<file path="src/rtl/mem_port_arbiter.sv">
// Round-robin arbiter sharing memory port A between the load/store unit (0)
// and the debug loader (1); lane-aligns stores and routes load data back.
module mem_port_arbiter (
    input  logic        clk,
    input  logic        reset,
    input  logic        req0_valid,
    output logic        req0_ready,
    input  logic        req0_write,
    input  logic [1:0]  req0_size,
    input  logic [31:0] req0_addr,
    input  logic [31:0] req0_wdata,
    output logic        resp0_valid,
    output logic [31:0] resp0_rdata,
    output logic        resp0_err,
    input  logic        req1_valid,
    output logic        req1_ready,
    input  logic        req1_write,
    input  logic [1:0]  req1_size,
    input  logic [31:0] req1_addr,
    input  logic [31:0] req1_wdata,
    output logic        resp1_valid,
    output logic [31:0] resp1_rdata,
    output logic        resp1_err,
    output logic        mem_en,
    output logic [3:0]  mem_we,
    output logic [31:0] mem_addr,
    output logic [31:0] mem_din,
    input  logic [31:0] mem_dout
);

    function automatic logic is_legal(input logic [1:0] size, input logic [1:0] off);
        case (size)
            2'd0:    return 1'b1;
            2'd1:    return ~off[0];
            2'd2:    return (off == 2'b00);
            default: return 1'b0;
        endcase
    endfunction

    function automatic logic [3:0] lane_mask(input logic [1:0] size, input logic [1:0] off);
        logic [3:0] base;
        case (size)
            2'd0:    base = 4'b0001;
            2'd1:    base = 4'b0011;
            default: base = 4'b1111;
        endcase
        return base << off;
    endfunction

    function automatic logic [31:0] lane_shift(input logic [31:0] wdata, input logic [1:0] off);
        return wdata << {off, 3'b000};
    endfunction

    function automatic logic [31:0] lane_extract(input logic [31:0] dout, input logic [1:0] size,
                                                 input logic [1:0] off);
        logic [31:0] sh;
        sh = dout >> {off, 3'b000};
        case (size)
            2'd0:    return {24'd0, sh[7:0]};
            2'd1:    return {16'd0, sh[15:0]};
            default: return sh;
        endcase
    endfunction

    logic        last_grant;
    logic        gnt_p0, sel_p0, legal_p0, acc_p0, wr_p0;
    logic [1:0]  size_p0;
    logic [31:0] addr_p0, wdata_p0;

    logic        vld_p1, owner_p1, write_p1, err_p1;
    logic [1:0]  size_p1, off_p1;
    logic        rsp_vld_p1;
    logic [31:0] rdata_p1;

    // Stage p0: arbitration, legality check and memory command
    always_comb begin
        gnt_p0 = 1'b0;
        sel_p0 = 1'b0;
        if (!reset) begin
            if (req0_valid && req1_valid) begin
                gnt_p0 = 1'b1;
                sel_p0 = ~last_grant;
            end else if (req0_valid) begin
                gnt_p0 = 1'b1;
            end else if (req1_valid) begin
                gnt_p0 = 1'b1;
                sel_p0 = 1'b1;
            end
        end
        wr_p0    = sel_p0 ? req1_write : req0_write;
        size_p0  = sel_p0 ? req1_size  : req0_size;
        addr_p0  = sel_p0 ? req1_addr  : req0_addr;
        wdata_p0 = sel_p0 ? req1_wdata : req0_wdata;
        legal_p0 = is_legal(size_p0, addr_p0[1:0]);
        acc_p0   = gnt_p0 & legal_p0;
        mem_en   = acc_p0;
        mem_we   = (acc_p0 && wr_p0) ? lane_mask(size_p0, addr_p0[1:0]) : 4'b0000;
        mem_addr = acc_p0 ? {addr_p0[31:2], 2'b00} : 32'd0;
        mem_din  = (acc_p0 && wr_p0) ? lane_shift(wdata_p0, addr_p0[1:0]) : 32'd0;
    end

    assign req0_ready = gnt_p0 & ~sel_p0;
    assign req1_ready = gnt_p0 &  sel_p0;

    always_ff @(posedge clk) begin
        if (reset) begin
            vld_p1     <= 1'b0;
            last_grant <= 1'b1;
        end else begin
            vld_p1 <= gnt_p0;
            if (gnt_p0)
                last_grant <= sel_p0;
        end
    end

    always_ff @(posedge clk) begin
        owner_p1 <= sel_p0;
        write_p1 <= wr_p0;
        size_p1  <= size_p0;
        off_p1   <= addr_p0[1:0];
        err_p1   <= ~legal_p0;
    end

    // Stage p1: memory data returns, decode and route to the owner
    always_comb begin
        rsp_vld_p1  = vld_p1 & ~reset;
        rdata_p1    = (write_p1 || err_p1) ? 32'd0 : lane_extract(mem_dout, size_p1, off_p1);
        resp0_valid = rsp_vld_p1 & ~owner_p1;
        resp1_valid = rsp_vld_p1 &  owner_p1;
        resp0_rdata = resp0_valid ? rdata_p1 : 32'd0;
        resp1_rdata = resp1_valid ? rdata_p1 : 32'd0;
        resp0_err   = resp0_valid & err_p1;
        resp1_err   = resp1_valid & err_p1;
    end

endmodule

</file>
<file path="config.mk">
export PLATFORM = sky130hd
export DESIGN_NAME = mem_port_arbiter
export DESIGN_NICKNAME = d
export VERILOG_FILES = /design/src/rtl/mem_port_arbiter.sv
export SDC_FILE = /design/constraint.sdc
export NUM_CORES = 1
export LEC_CHECK = 0
export ABC_AREA = 1
export CORE_AREA = 2 2 119 121
export DETAILED_ROUTE_END_ITERATION = 7
export DIE_AREA = 0 0 121 123
export HOLD_SLACK_MARGIN = 0.08
export PLACE_DENSITY = 0.62
export SLEW_MARGIN = 10
export SYNTH_ARGS = -nofsm -noshare
export SYNTH_HDL_FRONTEND = slang
export SYNTH_SLANG_ARGS = --single-unit
</file>
<file path="constraint.sdc">
create_clock -name clk -period 2.3 [get_ports clk]
set_input_delay 0.46 -clock clk [delete_from_list [all_inputs] [get_ports clk]]
set_output_delay 0.46 -clock clk [all_outputs]
set_load 0.05 [all_outputs]
</file>
; ---- After elaboration in Yosys (flattened, before gate mapping)
; Cells that the tools add are included.
[totals]
ff_bits = 9
output_inout_bits = 139
[classes]
n_eq_ne = 3
shifts = 3
muxes = 20
n_bitwise = 14
n_reduce_logical = 6
[op_table]
columns = cell, n
row1 = 32-bit 2-to-1 mux, 7
row2 = 32-bit case mux with 2 select lines, 1
row3 = 32-bit by 5-bit << shifter with 32-bit output, 1
row4 = 32-bit by 5-bit right shift with 32-bit output, 1
row5 = 1-bit AND, 8
row6 = 1-bit 2-to-1 mux, 8
row7 = 4-bit case mux with 2 select lines, 1
row8 = 2-bit logical NOT, 3
row9 = 1-bit NOT, 6
row10 = 2-bit by 1-bit equality test with 1-bit output (second input constant), 2
row11 = 4-bit 2-to-1 mux, 1
row12 = 4-bit by 2-bit << shifter with 4-bit output, 1
row13 = 1-bit case mux with 3 select lines, 1
row14 = 2-bit equality test (second input constant), 1
row15 = 1-bit logical AND, 2
row16 = 2-bit 2-to-1 mux, 1
row17 = 1-bit logical OR, 1

; ---- Logic depth before layout (Yosys ltp)
[depth]
ltp_word = 10
depth_mapped = 11
depth_no_buf = 9

; ---- Worst setup path before layout
; OpenSTA, ideal clock, no wires.
[synth_timing]
kind = input-to-output
from = in reset
to = out resp0_rdata[10]
t_arrival_ns = 2.837
path_slack_ns = -0.997
stages = 4
path_buffers = 1
path_cell_list = nor3_1 inv_1 buf_1 nor2_1
[synth_between]
elab_chain_len = 4
[synth_rtl]
columns = element, line_no
row1 = "start, declared", 5  ; input logic reset,
row2 = 1-bit NOT, 126  ; rsp_vld_p1 = vld_p1 & ~reset;
row3 = 1-bit AND, 126
row4 = 1-bit AND, 128  ; resp0_valid = rsp_vld_p1 & ~owner_p1;
row5 = 32-bit 2-to-1 mux, 130  ; resp0_rdata = resp0_valid ? rdata_p1 : 32'd0;
row6 = "end, declared", 13  ; output logic [31:0] resp0_rdata,
; No other way between the ends.

; ---- Final worst setup path
[layout_timing]
from = in reset
to = out mem_din[7]
[layout_between]
elab_chain_len = 7
[layout_rtl]
columns = element, line_no
row1 = 1-bit 2-to-1 mux, 79  ; if (!reset) begin
row2 = 2-bit 2-to-1 mux / 32-bit 2-to-1 mux (equally long branches), "91, 92"
row3 = 2-bit equality test (tied with other cells), 32  ; case (size)
row4 = 1-bit case mux with 3 select lines, 32
row5 = 1-bit AND, 95  ; acc_p0 = gnt_p0 & legal_p0;
row6 = 1-bit logical AND, 99  ; mem_din = (acc_p0 && wr_p0) ? lane_shift(wdata_p0, addr_p0[1:0]) : 32'd0;
row7 = 32-bit 2-to-1 mux *, 99
row8 = "end, declared", 27  ; output logic [31:0] mem_din,
; Mark *: on every way between the ends. The rest lies on a longest branch, timed or not.

==> impl_results.md <==
* Reg power frac at 8.1%
* Die Span Y at 123 um
* Syn_area_per_cell at 4.667 sq um
* Syn Inst Count at 612
* Number of placed instances, taps included at 1115
* Yosys top cell area share at 33.25%
* Final nets at 1125
* Clk pwr share at 14.2%
* Cts hold-fix bufs at 0
* Wire per inst at 16.85 um
* Placed Area at 0.008253 sq mm
* Comb power frac at 77.7%
* Gr ovfl total at 0
* FF+latch count, synth at 9
* Final Skew at 5.241 ps
* Worst skew pair latency at 240 ps
* Synthesized area at 0.002856 sq mm
* Cell Int Power at 1.198 mW
* Crit share post-route at 105.8%
* CP startpoint kind: primary input
* Peak VDD IR at 0.2269 mV
* GRT Util Overall at 24.43%
* Hold Path Class: in2reg
* Seq/Total Area, Yosys at 6.307%
* Clock tree buffer depth at 2
* Power per Cell Area at 240.8 mW/mm^2
* Share of layout cells above drive strength 1 at 43.08%
* Synth top cells by count: 253 x nand2_1, 101 x nor2_1, 50 x a21oi_1
* Routed vias/inst at 4.693
* Largest cells by area after synthesis: nand2_1 33%, nor2_1 13%, a21oi_1 8.8%
* Largest net degree at the start of global routing at 42
* Area Overhead vs Synth at 218.8%
* Failing checks: negative setup slack
* Run status: finished, violations left
* Leakage Power at 3.555 nW
* Vias in the first global route at 5387
* Total Wirelength at 19.18 mm
* Crit Path Category: in2out
* Ys async rst share at 0%
* Main synth FF type: dfxtp_1
* Final core occ at 66.90%
* Synth Warn # at 0
* CORE AREA at 0.01361 sq mm
* Grt met1 use at 26.06%
* Element type at the critical path end: output port
* Non-Filler Instances at 1138
* Worst Setup Slack, final at -132.5 ps
* Leading area contributor after synthesis: nand2_1
* TritonCTS Buffers at 3
* Number of max-cap violations at 0
* Initial core utilization at 20.99%
* Pins over their slew limit at 0
* P_sw at 995.3 uW
* 1st-pass router iterations at 4
* GPL Wtd Cong at 0.8787
* Net Sw Frac at 45.39%
* DPL Wire Length at 14.98 mm
* Met3 Use GR at 8.579%
* Minimum clock period at 2432 ps
* Clk slew on worst S/H paths at 40 ps
* RSZ-0062 raised after global routing: yes
* IO Port Bufs at 306
* CTS sink cnt at 9
* Met2 Track Usage GR at 43.93%
* Layer with the highest usage: met2
* DR iter-0 viols at 341
* Vias at 5341
* Number of distinct library cells after synthesis at 26
* DRT antenna net count at 0
* Critical Path RT at 1840 ps
* Rows at 43
* # setup viols final at 66
* Post-Place Setup Slack at -507.1 ps
* DRC Markers at 0
* Final Instance Area at 0.009106 sq mm
* Fmax at 411.1 MHz
* Post-synth EDFFs at 0
* Most common cell in the netlist: nand2_1
* WP data arrival at 1970 ps
* Die area at 0.01488 sq mm
* Initial antenna violation count at 5
* I/O pins at 309
* Die X at 121 um
* CTS tree: done
* H-tree levels at 1
* Final hold vios at 0
* CP max FO at 8
* First-pass GRT wire length at 28.55 mm
* Clk root buf: clkbuf_16
==> registers in the layout, indices dropped and copies added, names as in the netlist <==
name        cells
size_p1         2
vld_p1          1
err_p1          1
last_grant      1
owner_p1        1
off_p1          2
write_p1        1
==> cell usage in the layout (no fill, tap or decap), types with 3 or more instances in the layout <==
master,count
nand2_1,238
clkdlybuf4s50_1,158
buf_12,131
nor2_4,91
buf_4,77
a21oi_4,30
nand3_1,29
inv_1,26
o211ai_1,17
nand2_2,16
a21oi_1,16
nor2_1,13
o21ai_2,10
o21ai_1,10
nor2_2,9
o21ai_0,9
or2_2,8
dfxtp_1,8
dlygate4sd2_1,8
inv_2,7
a31oi_1,7
nand3_2,5
buf_6,5
diode_2,4
a21oi_2,4
clkbuf_16,4
nand2_4,3
==> logic make-up (layout without fill, tap and decap cells) <==
| kind of cell | Yosys count | count (layout) | synth area share, % |
|---|---|---|---|
| compound gates | 103 | 103 | 19.97 |
| buf+inv | 82 | 422 | 13.71 |
| flops | 9 | 9 | 6.307 |
| other cells | 1 | 6 | 0.1313 |
| simple gates | 417 | 418 | 59.88 |
==> routing by layer <==
| layer | up-vias | part of all wire, % |
|---|---|---|
| li1 | 2630 | - |
| met1 | 2420 | 34 |
| met2 | 250 | 52 |
| met3 | 39 | 10 |
| met4 | 2 | 3.1 |
| met5 | - | 0.052 |
==> path summary, 6_finish.rpt <==
check	depth (start not counted)	slack (ps)	start	endpoint
worst max-delay path	12	-130	reset	mem_din[7]
worst min-delay path	3	460	reset	last_grant
worst max register to register	10	1000	last_grant	err_p1
worst min register to register	2	520	last_grant	last_grant
==> cell type report <==
cell class / instances / area, sq um
timing repair buffer: 385 / 5024
fill: 1124 / 4506
multi-input combinational: 523 / 3463
tap: 180 / 225.2
sequential: 9 / 181.4
inverter: 33 / 123.9
clock buffer: 4 / 78.83
antenna: 4 / 10.01
==> worst max-delay path, cell delays in order <==
cell      delay (ps)
buf_8            100
buf_6            110
nor2_4           160
nand3b_1         110
nand2_2          100
nand3_2          100
nand2_4           90
buf_6            100
nand4_4          130
buf_12           210
nor2_4           140
buf_12           150
==> power groups by stage <==
stage                     Clock (mW)  Combinational, mW  Sequential (mW)
final                          0.311               1.70            0.178
after global routing           0.326               1.81            0.179
after CTS                      0.314               1.59            0.178
after floorplan                    0              0.731            0.177
after global placement             0               1.50            0.179
after detailed placement           0               1.50            0.180
==> through the flow <==
step / TNS (ps) / hold WS (ps) / power [mW]
6_report: -5635 / 459.2 / 2.193
2_1_floorplan: -3156 / 467.0 / 0.9087
5_1_grt: -11370 / 461.8 / 2.316
3_3_place_gp: -31670 / 495.5 / 1.678
3_5_place_dp: -32430 / 494.7 / 1.684
4_1_cts: -2053 / 461.1 / 2.083
==> repair_timing <==
action | in CTS | in global routing
pin swaps | 19 | 14
cloned | 3 | 2
endpoints found under the setup margin | 117 | 74
setup buffers | 6 | 5
gates resized for setup | 85 | 68
(Power assumes the default switching activity.)
